==> config.mk <==
export PLATFORM = sky130hd
export DESIGN_NAME = microtapeout_switch_loader
export DESIGN_NICKNAME = d
export VERILOG_FILES = /design/src/rtl/microtapeout_switch_loader_pkg.sv /design/src/rtl/microtapeout_debounce.sv /design/src/rtl/microtapeout_switch_loader.sv
export SDC_FILE = /design/constraint.sdc
export NUM_CORES = 1
export LEC_CHECK = 0
export ABC_AREA = 1
export CAP_MARGIN = 10
export CORE_MARGIN = 2
export CORE_UTILIZATION = 59
export DETAILED_ROUTE_END_ITERATION = 10
export PLACE_DENSITY_LB_ADDON = 0.2
export SLEW_MARGIN = 20
export SYNTH_ARGS = -nofsm -noshare
export SYNTH_HDL_FRONTEND = slang
export SYNTH_SLANG_ARGS = --single-unit
==> constraint.sdc <==
create_clock -name clk -period 3.9 [get_ports clk]
set_clock_uncertainty 0.2 [all_clocks]
set_input_delay 0.78 -clock clk [delete_from_list [all_inputs] [get_ports clk]]
set_output_delay 0.78 -clock clk [all_outputs]
set_load 0.01 [all_outputs]
==> src/rtl/microtapeout_switch_loader_pkg.sv <==
// Shared types and defaults for the microtapeout switch loader.
// A key is {mode, switches}, with the mode bit in the MSB.
package microtapeout_switch_loader_pkg;

    localparam int DEFAULT_WIDTH           = 6;
    localparam int DEFAULT_DEBOUNCE_CYCLES = 4;

    typedef enum logic {
        IDLE   = 1'b0,
        COMMIT = 1'b1
    } state_e;

    typedef logic [DEFAULT_WIDTH:0] key_t;

endpackage

==> src/rtl/microtapeout_debounce.sv <==
// Two-flop synchroniser followed by a saturating stability counter.
// Emits the current candidate plus a one-cycle pulse when it first settles.
module microtapeout_debounce
    import microtapeout_switch_loader_pkg::*;
#(
    parameter int W               = DEFAULT_WIDTH + 1,
    parameter int DEBOUNCE_CYCLES = DEFAULT_DEBOUNCE_CYCLES,
    parameter int CNT_W           = 8
) (
    input  logic         clk,
    input  logic         rst,
    input  logic [W-1:0] sample_raw,
    output logic [W-1:0] cand,
    output logic         settled,
    output logic         stable
);

    localparam logic [CNT_W-1:0] CNT_MAX = CNT_W'(DEBOUNCE_CYCLES);

    logic [W-1:0]     sync1_q, sync1_d;
    logic [W-1:0]     sync2_q, sync2_d;
    logic [W-1:0]     cand_q, cand_d;
    logic [CNT_W-1:0] cnt_q, cnt_d;

    // Settled fires only on the transition into saturation, so it is a single pulse.
    always_comb begin
        sync1_d = sample_raw;
        sync2_d = sync1_q;
        cand_d  = cand_q;
        cnt_d   = cnt_q;
        settled = 1'b0;
        if (sync2_q != cand_q) begin
            cand_d = sync2_q;
            cnt_d  = '0;
        end else if (cnt_q != CNT_MAX) begin
            cnt_d   = cnt_q + 1'b1;
            settled = (cnt_q == CNT_MAX - 1'b1);
        end
    end

    always_ff @(posedge clk) begin
        if (rst) begin
            sync1_q <= '0;
            sync2_q <= '0;
            cand_q  <= '0;
            cnt_q   <= '0;
        end else begin
            sync1_q <= sync1_d;
            sync2_q <= sync2_d;
            cand_q  <= cand_d;
            cnt_q   <= cnt_d;
        end
    end

    assign cand   = cand_q;
    assign stable = (cnt_q == CNT_MAX);

endmodule

==> src/rtl/microtapeout_switch_loader.sv <==
// Debounced switch loader: commits each newly settled {mode, switches} key
// exactly once, as a one-cycle write into either the page or input register.
module microtapeout_switch_loader
    import microtapeout_switch_loader_pkg::*;
#(
    parameter int WIDTH           = DEFAULT_WIDTH,
    parameter int DEBOUNCE_CYCLES = DEFAULT_DEBOUNCE_CYCLES,
    parameter int CNT_W           = 8
) (
    input  logic             clk,
    input  logic             rst,
    input  logic [WIDTH-1:0] sw_raw,
    input  logic             mode_raw,
    output logic [WIDTH-1:0] page_out,
    output logic [WIDTH-1:0] in_out,
    output logic             page_we,
    output logic             in_we,
    output logic             busy
);

    logic [WIDTH:0] cand;
    logic           settled;
    logic           stable;

    state_e         state_q, state_d;
    logic [WIDTH:0] pending_q, pending_d;
    logic [WIDTH:0] last_key_q, last_key_d;
    logic [WIDTH-1:0] page_q, page_d;
    logic [WIDTH-1:0] in_q, in_d;
    logic           page_we_q, page_we_d;
    logic           in_we_q, in_we_d;

    microtapeout_debounce #(
        .W              (WIDTH + 1),
        .DEBOUNCE_CYCLES(DEBOUNCE_CYCLES),
        .CNT_W          (CNT_W)
    ) u_debounce (
        .clk       (clk),
        .rst       (rst),
        .sample_raw({mode_raw, sw_raw}),
        .cand      (cand),
        .settled   (settled),
        .stable    (stable)
    );

    // A settled key equal to the last commit is a glitch that returned home; ignore it.
    always_comb begin
        state_d    = state_q;
        pending_d  = pending_q;
        last_key_d = last_key_q;
        page_d     = page_q;
        in_d       = in_q;
        page_we_d  = 1'b0;
        in_we_d    = 1'b0;
        case (state_q)
            IDLE: begin
                if (settled && (cand != last_key_q)) begin
                    state_d   = COMMIT;
                    pending_d = cand;
                end
            end
            COMMIT: begin
                state_d    = IDLE;
                last_key_d = pending_q;
                if (pending_q[WIDTH]) begin
                    page_d    = pending_q[WIDTH-1:0];
                    page_we_d = 1'b1;
                end else begin
                    in_d    = pending_q[WIDTH-1:0];
                    in_we_d = 1'b1;
                end
            end
            default: state_d = IDLE;
        endcase
    end

    always_ff @(posedge clk) begin
        if (rst) begin
            state_q    <= IDLE;
            pending_q  <= '0;
            last_key_q <= '0;
            page_q     <= '0;
            in_q       <= '0;
            page_we_q  <= 1'b0;
            in_we_q    <= 1'b0;
        end else begin
            state_q    <= state_d;
            pending_q  <= pending_d;
            last_key_q <= last_key_d;
            page_q     <= page_d;
            in_q       <= in_d;
            page_we_q  <= page_we_d;
            in_we_q    <= in_we_d;
        end
    end

    assign page_out = page_q;
    assign in_out   = in_q;
    assign page_we  = page_we_q;
    assign in_we    = in_we_q;
    assign busy     = !stable || (state_q == COMMIT);

endmodule

==> impl_metrics.json, run 1 <==
{
  "drt_iter0_drc": 128,
  "diodes": 0,
  "min_period_over_period": 0.7081,
  "cts_buffers": 9,
  "start_kind": "flop",
  "critPathBufInv": 2,
  "cts_tree": "yes",
  "routed_wl_um": 3701,
  "path_max_fanout": 4,
  "synth_ff_type": "dfxtp_1",
  "max_freq_mhz": 362.1,
  "min_from": "u_debounce.sync1_q[6]",
  "ir_drop_mv": 0.3503,
  "clock_tree.root_cell": "clkbuf_8",
  "gp_congestion": 0.8705,
  "p_leak_nw": 1.172,
  "synth_area_um2": 2193,
  "async_flop_share": 0,
  "htree_levels": 3,
  "ff2ff_path_depth": 7,
  "drc": 0,
  "yosysTopAreaCell": "dfxtp_1",
  "die_w_um": 64.97,
  "worst_pin_slew_ns": 0.6428,
  "avgSynthCellArea_um2": 7.669,
  "antenna_found_initial": 0,
  "io_pins": 24,
  "synth_area_leaders": "dfxtp_1, nand2_1, nor2_1",
  "cts_sinks": 58,
  "dieArea_um2": 4221,
  "cts_hold_buffers": 0,
  "fin_ws_ns": 1.138,
  "layout_min_cycle_time_ns": 2.762,
  "yosysMostFrequentCell": "dfxtp_1",
  "synth_cells": 286,
  "hold_violations": 0,
  "start_util": 0.6083,
  "grt_usage": 0.2049,
  "fillers": 285,
  "slew_violations": 0,
  "rsz0062_at_grt": "false",
  "power_density_nw_per_um2": 455.6,
  "drive_gt1_frac": 0.08176,
  "hpwl_um": 2529,
  "vias": 1731,
  "rows": 22,
  "holdCritPathClass": "reg -> reg",
  "cp_cell_sequence": "inv_1 > ha_1 > nand3_1 > nor2_1 > nand2_1 > clkdlybuf4s50_1",
  "synth_seq_area_share": 0.5294,
  "drtAntennaViolNets": 0,
  "path_class": "reg -> out",
  "r2r-start": "u_debounce.cnt_q[1]",
  "grt_pass1_vias": 1566,
  "grt_max_degree": 26,
  "grt_pass1_wl_um": 6451,
  "synth_nets": 297,
  "cpLargestDelayFamily": "buffers and inverters",
  "die_y_um": 64.97,
  "overflow": 0,
  "cts_resized": 0,
  "ys_ff_latch": 58,
  "wire_per_inst_um": 10.11,
  "finalSetupViolations": 0,
  "synth_enable_flop_cells": 0,
  "slew_headroom": 0.5699,
  "clk_latency_ns": 0.34,
  "viasPerCell": 4.730,
  "yosys_warnings": 0,
  "io_buffers": 23,
  "reg2reg_slack_ns": 2.23,
  "crit_path_end_kind": "output pin",
  "maxCapViolCount": 0,
  "status": "completed",
  "cts.clk_slew.worst_paths_ns": 0.07,
  "core_um2": 3606,
  "synth_cell_type_count": 20,
  "clk_path_buf_depth": 2,
  "netlist.area_leader.share": 0.5294,
  "fin_nets": 324,
  "ys_top_cells_by_count": "dfxtp_1, nand2_1, nor2_1, inv_1, a21oi_1",
  "syn2layout_area_growth_pct": 20.82,
  "finalPower_mw": 1.207,
  "slowest_delay_ns": 0.48,
  "r2r-end": "pending_q[2]",
  "worstPathRequired_ns": 2.92,
  "min_path_cells": 2,
  "final_core_util": 0.7349,
  "arrival_ns": 1.78,
  "tns_ns": 0,
  "cp_slowest_cell": "clkdlybuf4s50_1",
  "post-cts-setup-buffers": 0,
  "first_pass_iters": 5,
  "place_ws_ns": 1.250,
  "worst_hold_path.endpoint": "u_debounce.sync2_q[6]"
}
==> flip-flops by register name, summed over array words and instances (netlist names) <==
name / cells
in_out: 6
in_we: 1
last_key_q: 7
page_out: 6
page_we: 1
pending_q: 7
state_q: 1
u_debounce.cand: 7
u_debounce.cnt_q: 8
u_debounce.sync1_q: 7
u_debounce.sync2_q: 7
==> per-layer routing <==
layer,share of wire,up-vias,track usage
met5,0,-,0
met4,0.016,0,0.1543
met3,0.040,7,0.04167
met2,0.47,38,0.3363
met1,0.47,763,0.2336
li1,-,923,-
==> cell type report <==
cell class | count | area [um2] | share of cell area
multi-input cells | 168 | 792.0 | 0.2989
clock inverters | 5 | 52.55 | 0.01983
clock buffers | 11 | 151.4 | 0.05713
inverters | 52 | 195.2 | 0.07365
repair buffers | 24 | 237.7 | 0.08971
flip-flops and latches | 58 | 1161 | 0.4381
well taps | 48 | 60.06 | 0.02266
==> worst register-to-register path, delay by kind of cell (launching register included) <==
family        cells  cell delay, ns
fa+ha+maj         1            0.24
flops             1            0.39
simple gates      6            0.76
==> report_power, final <==
part,internal (mW),total (mW),switching [mW]
registers,0.603,0.609,0.00621
clock network,0.326,0.552,0.226
logic,0.0204,0.0470,0.0265
total,0.949,1.21,0.258
==> layout by cell type, fill, tap and decap left out <==
cell	count
nand3_1	5
xnor2_1	5
xor2_1	5
nand2_1	56
clkbuf_8	11
ha_1	2
nand4_1	3
clkinv_2	3
nand3_4	1
nor3_1	1
o22ai_1	5
nor2_1	52
o31ai_1	1
clkdlybuf4s50_1	23
inv_1	47
dfxtp_1	58
nor2_4	1
a21oi_1	16
inv_2	5
nand2_2	2
buf_4	1
o21ai_0	13
bufinv_16	1
clkinvlp_4	1
==> through the flow <==
step / instance area [um2] / hold WS (ns) / cells
after floorplan: 2193 / 0.1883 / 286
after global placement: 2446 / 0.1893 / 350
after detailed placement: 2446 / 0.1920 / 350
after CTS: 2650 / 0.2006 / 366
after global routing: 2650 / 0.2133 / 366
final: 2650 / 0.2000 / 366
==> logic make-up (layout without fill, tap and decap cells) <==
| group | after synthesis | in the layout | share of synthesized area |
|---|---|---|---|
| buffers and inverters | 60 | 92 | 0.1095 |
| xor gates and xnor gates | 10 | 10 | 0.03993 |
| DFF | 58 | 58 | 0.5294 |
| adders and majority gates | 2 | 2 | 0.01141 |
| and+or+nand+nor | 121 | 121 | 0.2259 |
| AOI/OAI and AO/OA | 35 | 35 | 0.08386 |
==> worst max path at each step <==
stage / startpoint / endpoint / slack, ns / cells past startpoint
after floorplan: u_debounce.cnt_q[0] / busy / 2.02 / 5
after global placement: rst / last_key_q[4] / 1.27 / 5
after detailed placement: rst / last_key_q[5] / 1.25 / 5
after CTS: u_debounce.cnt_q[0] / busy / 1.13 / 6
after global routing: u_debounce.cnt_q[0] / busy / 1.0 / 6
final: u_debounce.cnt_q[0] / busy / 1.14 / 6
Power figures use the tool's default switching activity.
==> run 2, diff against run 1 <==
--- a/config.mk
+++ b/config.mk
@@ -8,7 +8,7 @@
 export ABC_AREA = 1
 export CAP_MARGIN = 10
 export CORE_MARGIN = 2
-export CORE_UTILIZATION = 59
+export CORE_UTILIZATION = 55
 export DETAILED_ROUTE_END_ITERATION = 10
 export PLACE_DENSITY_LB_ADDON = 0.2
 export SLEW_MARGIN = 20
==> constraint.sdc (replaced) <==
create_clock -name clk -period 2.8 [get_ports clk]
set_clock_uncertainty 0.2 [all_clocks]
set_input_delay 0.56 -clock clk [delete_from_list [all_inputs] [get_ports clk]]
set_output_delay 0.56 -clock clk [all_outputs]
set_load 0.01 [all_outputs]
==> impl_metrics.json, run 2 (synthesis results as in run 1) <==
{
  "cts_tree": "yes",
  "r2r-start": "u_debounce.cnt_q[0]",
  "internal_power_mw": 1.224,
  "die_y_um": 67.15,
  "io_buffers": 23,
  "wire_per_inst_um": 10.32,
  "final_core_util": 0.6979,
  "grt_pass1_vias": 1546,
  "worstPathRequired_ns": 2.04,
  "clk_latency_ns": 0.32,
  "start_kind": "flop",
  "hold_violations": 0,
  "power_density_nw_per_um2": 591.8,
  "grt_pass1_wl_um": 6458,
  "start_util": 0.5859,
  "die_w_um": 67.15,
  "min_from": "u_debounce.sync1_q[2]",
  "clock_tree.root_cell": "clkbuf_8",
  "clk_path_buf_depth": 2,
  "dieArea_um2": 4509,
  "cts_buffers": 9,
  "post-cts-setup-buffers": 0,
  "ir_drop_mv": 0.4823,
  "first_pass_iters": 4,
  "htree_levels": 3,
  "syn2layout_area_growth_pct": 19.11,
  "final_cell_count_no_fill": 364,
  "layout_min_cycle_time_ns": 2.506,
  "finalPower_mw": 1.546,
  "largest_reg_flops": 8,
  "fin_nets": 325,
  "startpoint": "u_debounce.cnt_q[0]",
  "worst_pin_slew_ns": 0.6297,
  "holdCritPathClass": "reg -> reg",
  "max_freq_mhz": 399.1,
  "cts.clk_slew.worst_paths_ns": 0.06,
  "cts_sinks": 58,
  "arrival_ns": 1.75,
  "rows": 22,
  "maxCapViolCount": 0,
  "drtAntennaViolNets": 0,
  "switching_share": 0.2084,
  "grt_usage": 0.1951,
  "hpwl_um": 2585,
  "slew_violations": 0,
  "crit_path_end_kind": "output pin",
  "seqPwrFrac": 0.549,
  "final_common_cell": "dfxtp_1",
  "comb_power_share": 0.044,
  "finalSetupViolations": 0,
  "overflow": 0,
  "rsz0062_at_grt": "false",
  "dpl_cell_area_um2": 2454,
  "antenna_found_initial": 0,
  "slew_headroom": 0.5787,
  "p_leak_nw": 1.153,
  "p_clk_frac": 0.407,
  "path_class": "reg -> out",
  "core_um2": 3744,
  "path_max_fanout": 4,
  "diodes": 0,
  "largest-register": "u_debounce.cnt_q",
  "io_pins": 24,
  "vias": 1740,
  "gp_congestion": 0.8029,
  "drive_gt1_frac": 0.06962,
  "placedCellCount": 351,
  "min_period_over_period": 0.8948,
  "routed_wl_um": 3755,
  "cts_hold_buffers": 0,
  "tns_ns": 0,
  "drc": 0,
  "viasPerCell": 4.780,
  "layout_common_cells": "dfxtp_1, nand2_1, nor2_1",
  "status": "completed",
  "switching_power_uw": 322.2,
  "drt_iter0_drc": 54,
  "grt_max_degree": 25,
  "cts_resized": 0,
  "final_cell_area_um2": 2613
}
run 2: critical path: stages (launching register included):
cell and delay [ns]:
dfxtp_1 0.34, inv_1 0.10, ha_1 0.14, nand3_1 0.07
nor2_1 0.21, nand2_1 0.08, clkdlybuf4s50_1 0.48
run 2: stage by stage:
stage / hold WS, ns / setup WS, ns
2_1_floorplan: 0.1883 / 1.136
3_3_place_gp: 0.1888 / 0.6678
3_5_place_dp: 0.1960 / 0.6318
4_1_cts: 0.1999 / 0.2690
5_1_grt: 0.2150 / 0.1405
6_report: 0.1982 / 0.2945
run 2: area by class of cell:
class,instances,area [um2]
timing repair buffer,25,245.2
inverter,52,195.2
sequential,58,1161
tap,48,60.06
clock buffer,13,158.9
multi-input combinational,168,792.0
fill,344,1131
run 2: power by group through the flow:
stage / registers (mW) / logic [mW] / clock network [mW]
global placement: 0.865 / 0.0671 / 0
global route: 0.849 / 0.0785 / 0.686
finish: 0.848 / 0.0683 / 0.629
floorplan: 0.864 / 0.0483 / 0
CTS: 0.848 / 0.0695 / 0.647
detailed placement: 0.866 / 0.0687 / 0
run 2: path summary, 6_finish.rpt:
path | slack (ns) | to | cells past startpoint
setup reg to reg | 1.12 | pending_q[1] | 6
setup / recovery | 0.29 | busy | 6
hold reg to reg | 0.20 | u_debounce.sync2_q[2] | 2
hold / removal | 0.20 | u_debounce.sync2_q[2] | 2
run 2: metal layers:
layer | global-route usage | share of wire | vias to the layer above
met5 | 0 | 0 | -
met4 | 0.07653 | 0.014 | 0
met3 | 0.08500 | 0.054 | 6
met2 | 0.3193 | 0.46 | 37
met1 | 0.2242 | 0.47 | 775
li1 | - | - | 922
==> run 3, diff against run 2 <==
--- a/config.mk
+++ b/config.mk
@@ -10,7 +10,7 @@
 export CORE_MARGIN = 2
 export CORE_UTILIZATION = 55
 export DETAILED_ROUTE_END_ITERATION = 10
-export PLACE_DENSITY_LB_ADDON = 0.2
+export PLACE_DENSITY = 0.78
 export SLEW_MARGIN = 20
 export SYNTH_ARGS = -nofsm -noshare
 export SYNTH_HDL_FRONTEND = slang
==> impl_metrics.json, run 3 (synthesis results as in run 1) <==
{
  "cp_cell_sequence": "inv_1 > ha_1 > nand3_1 > nor2_1 > nand2_1 > clkdlybuf4s50_1",
  "ir_drop_mv": 0.4287,
  "htree_levels": 3,
  "diodes": 0,
  "cts_tree": "yes",
  "drt_iter0_drc": 99,
  "grt_pass1_wl_um": 6665,
  "critPathBufInv": 2,
  "die_y_um": 67.15,
  "dieArea_um2": 4509,
  "io_pins": 24,
  "multi_input_area_um2": 792.0,
  "vias": 1718,
  "final_common_cell": "dfxtp_1",
  "cts.clk_slew.worst_paths_ns": 0.06,
  "place_ws_ns": 0.6329,
  "slew_violations": 0,
  "drtAntennaViolNets": 0,
  "finalSetupViolations": 0,
  "antenna_found_initial": 0,
  "hold_ws_ns": 0.2018,
  "start_kind": "flop",
  "final_cell_count_no_fill": 366,
  "hold_violations": 0,
  "die_w_um": 67.15,
  "hpwl_um": 2600,
  "cts_hold_buffers": 0,
  "slowest_delay_ns": 0.48,
  "first_pass_iters": 4,
  "worst_pin_slew_ns": 0.6974,
  "tns_ns": 0,
  "io_buffers": 23,
  "crit_path_end_kind": "output pin",
  "cts_buffers": 9,
  "cts_sinks": 58,
  "routed_wl_um": 3730,
  "drc": 0,
  "fillers": 306,
  "overflow": 0,
  "viasPerCell": 4.694,
  "rsz0062_at_grt": "false",
  "grt_usage": 0.2031,
  "top_layer_used": "met4",
  "path_max_fanout": 4,
  "regArea_um2": 1161,
  "cp_slowest_cell": "clkdlybuf4s50_1",
  "ff2ff_path_depth": 6,
  "drive_gt1_frac": 0.07862,
  "core_um2": 3744,
  "min_period_over_period": 0.8965,
  "cts_resized": 0,
  "placedCellCount": 351,
  "fin_nets": 325,
  "path_class": "reg -> out",
  "arrival_ns": 1.75,
  "route.met2.wl_um": 1659,
  "grt_max_degree": 25,
  "clock_tree.root_cell": "clkbuf_8",
  "wl_met1_um": 1825,
  "holdCritPathClass": "reg -> reg",
  "crit_cells": 6,
  "slew_headroom": 0.5333,
  "post-cts-setup-buffers": 0,
  "grt_pass1_vias": 1560,
  "wire_per_inst_um": 10.19,
  "cpLargestDelayFamily": "buffers and inverters",
  "wl_met3_um": 160,
  "layout_min_cycle_time_ns": 2.510,
  "largest_reg_flops": 8,
  "power_density_nw_per_um2": 631.9,
  "fin_ws_ns": 0.2897,
  "worstPathRequired_ns": 2.04,
  "gp_congestion": 0.7805,
  "maxCapViolCount": 0,
  "rows": 22,
  "max_freq_mhz": 398.4,
  "min_path_cells": 2,
  "largest-register": "u_debounce.cnt_q",
  "p_leak_nw": 1.177,
  "start_util": 0.5859,
  "layout_common_cells": "dfxtp_1, nand2_1, nor2_1",
  "clk_latency_ns": 0.33,
  "clk_path_buf_depth": 2,
  "finalPower_mw": 1.679,
  "status": "completed",
  "syn2layout_area_growth_pct": 21.16
}
## run 3: cell count changes in the layout (fill, tap and decap cells not counted)
cell,change
bufinv_16,+1
clkbuf_1,-1
clkbuf_8,+1
clkinv_2,+1
## run 3: power by group
part / leakage (nW) / internal [mW] / switching, mW / total, mW
clock network: 0.106 / 0.477 / 0.287 / 0.764
registers: 0.471 / 0.840 / 0.00820 / 0.848
logic: 0.600 / 0.0294 / 0.0382 / 0.0676
total: 1.18 / 1.35 / 0.333 / 1.68
## run 3: stage by stage
step                cell area [um2]    util
global route                   2658  0.7099
detailed placement             2454  0.6554
floorplan                      2193       -
finish                         2658  0.7099
CTS                            2658  0.7099
global placement               2454  0.6554
## run 3: final timing paths
kind | start | end | slack [ns]
max | u_debounce.cnt_q[0] | busy | 0.29
max reg2reg | u_debounce.cnt_q[0] | pending_q[0] | 1.10
min | u_debounce.sync1_q[4] | u_debounce.sync2_q[4] | 0.20
min reg2reg | u_debounce.sync1_q[4] | u_debounce.sync2_q[4] | 0.20
## run 3: cell type report
| class | instances | area share |
|---|---|---|
| clock buffer | 13 | 0.06356 |
| clock inverter | 2 | 0.01318 |
| multi-input combinational | 168 | 0.2980 |
| sequential | 58 | 0.4369 |
| tap | 48 | 0.02260 |
| timing repair buffer | 25 | 0.09228 |
| inverter | 52 | 0.07345 |
## run 3: routing by layer
| layer | vias up | GRT usage |
|---|---|---|
| met4 | 0 | 0.1071 |
| met3 | 9 | 0.06500 |
| met2 | 34 | 0.3181 |
| met1 | 752 | 0.2495 |
| li1 | 923 | - |
| met5 | - | 0 |
## run 3: worst reg2reg max path, stage by stage, from the launching register on
cell	delay, ns
dfxtp_1	0.37
ha_1	0.22
nand4_1	0.12
nor2_1	0.26
nand3_4	0.23
nor2_1	0.15
nor2_1	0.06
